`src/rtl/stream_mux.sv`:
```
// stream_mux: M-to-1 stream arbiter (fixed priority or round-robin) feeding a registered output beat.
module stream_mux #(
  parameter int N = 32,
  parameter int M = 4,
  localparam int S = $clog2(M)
) (
  input  logic           clk,
  input  logic           rst,
  input  logic           mode,
  input  logic [M-1:0]   in_valid,
  input  logic [N*M-1:0] in_data,
  output logic [M-1:0]   in_ready,
  output logic           out_valid,
  output logic [N-1:0]   out_data,
  output logic [S-1:0]   out_sel,
  input  logic           out_ready
);
  logic [S-1:0] ptr, gidx, cand;
  logic load, any;
  assign load = !out_valid | out_ready;
  assign any = |in_valid;
  // Scan candidates in reverse search order so the earliest valid one is written last.
  always_comb begin
    gidx = '0;
    cand = '0;
    for (int i = M - 1; i >= 0; i--) begin
      cand = S'(mode ? (int'(ptr) + 1 + i) % M : i);
      if (in_valid[cand]) gidx = cand;
    end
  end
  always_comb in_ready = (!rst && load && any) ? M'(1) << gidx : '0;
  always_ff @(posedge clk) begin
    if (rst) begin
      out_valid <= 1'b0;
      out_data <= '0;
      out_sel <= '0;
      ptr <= S'(M - 1);
    end else if (load) begin
      out_valid <= any;
      if (any) begin
        out_data <= in_data[int'(gidx) * N +: N];
        out_sel <= gidx;
        ptr <= gidx;
      end
    end
  end
endmodule

```
`config.mk`:
```
export PLATFORM = sky130hd
export DESIGN_NAME = stream_mux
export DESIGN_NICKNAME = d
export VERILOG_FILES = /design/src/rtl/stream_mux.sv
export SDC_FILE = /design/constraint.sdc
export NUM_CORES = 1
export LEC_CHECK = 0
export ABC_AREA = 0
export CAP_MARGIN = 15
export CORE_ASPECT_RATIO = 1.2
export CORE_UTILIZATION = 40
export DETAILED_ROUTE_END_ITERATION = 8
export DONT_BUFFER_PORTS = 1
export PLACE_DENSITY_LB_ADDON = 0.12
export SYNTH_ARGS = -nofsm -noshare
export SYNTH_HDL_FRONTEND = slang
export SYNTH_SLANG_ARGS = --single-unit
```
`constraint.sdc`:
```
create_clock -name clk -period 3.1 [get_ports clk]
set_input_delay 0.465 -clock clk [delete_from_list [all_inputs] [get_ports clk]]
set_output_delay 0.465 -clock clk [all_outputs]
set_load 0.03 [all_outputs]
```
==> flow_summary.ini <==
[sta]
slew_violations = 0
maxSlewHeadroom_pct = 51.5
fin_tns_setup_ns = 0
whs_ns = 0.247
period_needed_ns = 2.88
hold_violations = 0
finalCritPeriodShare_pct = 92.9
finalSetupViolCount = 0
skew_ns = 0.00845
rsz0062_at_grt = false
fmax_ghz = 0.347
max_slew.worst_pin.slew_ns = 0.721

[cells_and_area]
antennaDiodeCount = 0
finalNetCount = 433
layout-drive-gt1-share_pct = 24.2
area_delta_synth_final_pct = 6.39
fill_cells = 662

[die]
die_h_um = 93.0
initial_core_util_pct = 42.1
num_io_pins = 175
core-area_mm2 = 0.00657
rows = 32
die_area_mm2 = 0.00724
die_width_um = 77.8

[power]
p_per_area_mw_per_mm2 = 597
finalPower_mw = 1.75
peakVddDrop_v = 0.000271
leakagePower_nw = 1.02

[cts]
clk_pin_slew_ns = 0.07
numCtsBuffers = 5
ctsHoldBuffers = 0
htree_levels = 2
postCtsSetupBuffers = 0
cts.repair.resized = 0
clock_latency_ns = 0.28
cts_tree = done
clk_path_buf_depth = 2
cts_root_buffer = clkbuf_8
clkSinkCount = 37

[global_route]
grt_pass1_wl_mm = 13.2
grt_max_degree = 42
grt_pass1_vias = 2568
grt_util_all_layers_pct = 23.7
antenna_found_initial = 0
overflow = 0

[place]
gp_congestion = 0.788
portBuffers = 0
dpl.hpwl_mm = 6.23

[worst_setup_path]
crit_fanout = 10
cp.arrival_ns = 2.42
critPathLaunchType = flop
end_kind = output pin
worstSetupPathType = reg2out
worst_ep_required_time_ns = 2.63

[drt]
wirelength_mm = 8.80
drc_errors = 0
viasPerCell = 6.54
wire_per_inst_um = 23.0
drt_iter0_drc = 108
vias = 2506
firstDrtPassIters = 4
ant_nets = 0

[synth]
synthTopCellsByCount = 41 x nor2_1, 37 x dfxtp_1, 21 x nand2_1
yosys-top-cells-area = dfxtp_1 27%, a211oi_2 9.1%, a221oi_2 7.6%
synth_largest_area_cell = dfxtp_1
syn_area_mm2 = 0.00276
ys_ff_latch = 37
yosysWarnings = 0
ys.flop_type = dfxtp_1
avgSynthCellArea_um2 = 9.08
synthMostInstantiatedCell = nor2_1
synth_fp_nets = 440
synth_cell_types = 45
synth-async-reset-ratio_pct = 0
synth_edf_count = 0
synth_top_area_share_pct = 26.8
yosysSeqAreaShare_pct = 26.8
synthCells = 304

[job]
maxCapViolCount = 0

[status]
outcome = finished clean

[worst_hold_path]
hold_path_class = in2reg
[layout make-up]
cell class	count	area, µm²	share of cell area (%)
clock inverter	1	7.51	0.256
inverter	4	15.0	0.511
tap	85	106	3.62
timing repair buffer	14	118	4.00
sequential	37	741	25.2
clock buffer	7	76.3	2.60
multi-input combinational	235	1870	63.8
[state kept, by name (all words and copies together), names as in the netlist]
register	flops
out_data	32
out_sel	2
out_valid	1
ptr	2
[metrics by stage]
stage,cell area [µm²],worst slack (ns),instances,util (%)
after CTS,2920,0.159,383,44.5
after detailed placement,2840,0.269,375,43.3
after global routing,2940,0.00662,383,44.7
after floorplan,2760,-0.0658,304,-
final,2940,0.219,383,44.7
after global placement,2840,0.382,375,43.3
[path summary, 6_finish.rpt]
kind | end | cells after the start | startpoint | slack, ns
worst max register to register | out_data[27]$_SDFFE_PP0P_ | 8 | ptr[0]$_SDFFE_PP1P_ | 0.41
worst max-delay path | in_ready[2] | 7 | ptr[0]$_SDFFE_PP1P_ | 0.22
worst min-delay path | out_data[12]$_SDFFE_PP0P_ | 1 | rst | 0.25
worst min register to register | out_sel[0]$_SDFFE_PP0P_ | 2 | out_sel[0]$_SDFFE_PP0P_ | 0.64
[layer usage]
| layer | up-vias | track usage [%] | wire [µm] |
|---|---|---|---|
| met1 | 1215 | 26.9 | 3560 |
| met4 | 0 | 8.81 | 112 |
| met5 | - | 0 | 0 |
| met3 | 9 | 4.59 | 530 |
| met2 | 108 | 43.4 | 4600 |
| li1 | 1174 | - | - |
[kinds of logic (layout without fill, tap and decap cells)]
kind of cell / count (synthesis) / after routing / synth area share [%]
AND/OR/NAND/NOR: 84 / 84 / 14.7
flip-flops: 37 / 37 / 26.8
multiplexers: 22 / 22 / 8.47
buffers and inverters: 32 / 26 / 6.21
AO/OA/AOI/OAI: 129 / 129 / 43.8
[worst max-delay path, cell delays in order, from the launching register on]
cell and delay [ns]:
dfxtp_1 0.51, inv_1 0.12, a32oi_1 0.29, a211oi_2 0.15, o21ai_1 0.36, nand2_1 0.18
nor4_1 0.30, buf_4 0.21
[report_power, final]
| group | internal [mW] | switching [mW] |
|---|---|---|
| combinational | 0.290 | 0.386 |
| clock | 0.159 | 0.174 |
| sequential | 0.548 | 0.195 |
| total | 0.998 | 0.755 |
[cell usage in the layout, fill, tap and decap left out, types with 8 or more instances in the layout]
master and n:
a221oi_1 13, a221oi_2 14, mux2i_1 11, o21ai_1 17, nand2_1 21, dfxtp_1 37, nor2_1 41, o31a_1 20
a211oi_2 20, buf_4 13, a211oi_1 15, mux2_1 8
(Power assumes the default switching activity.)
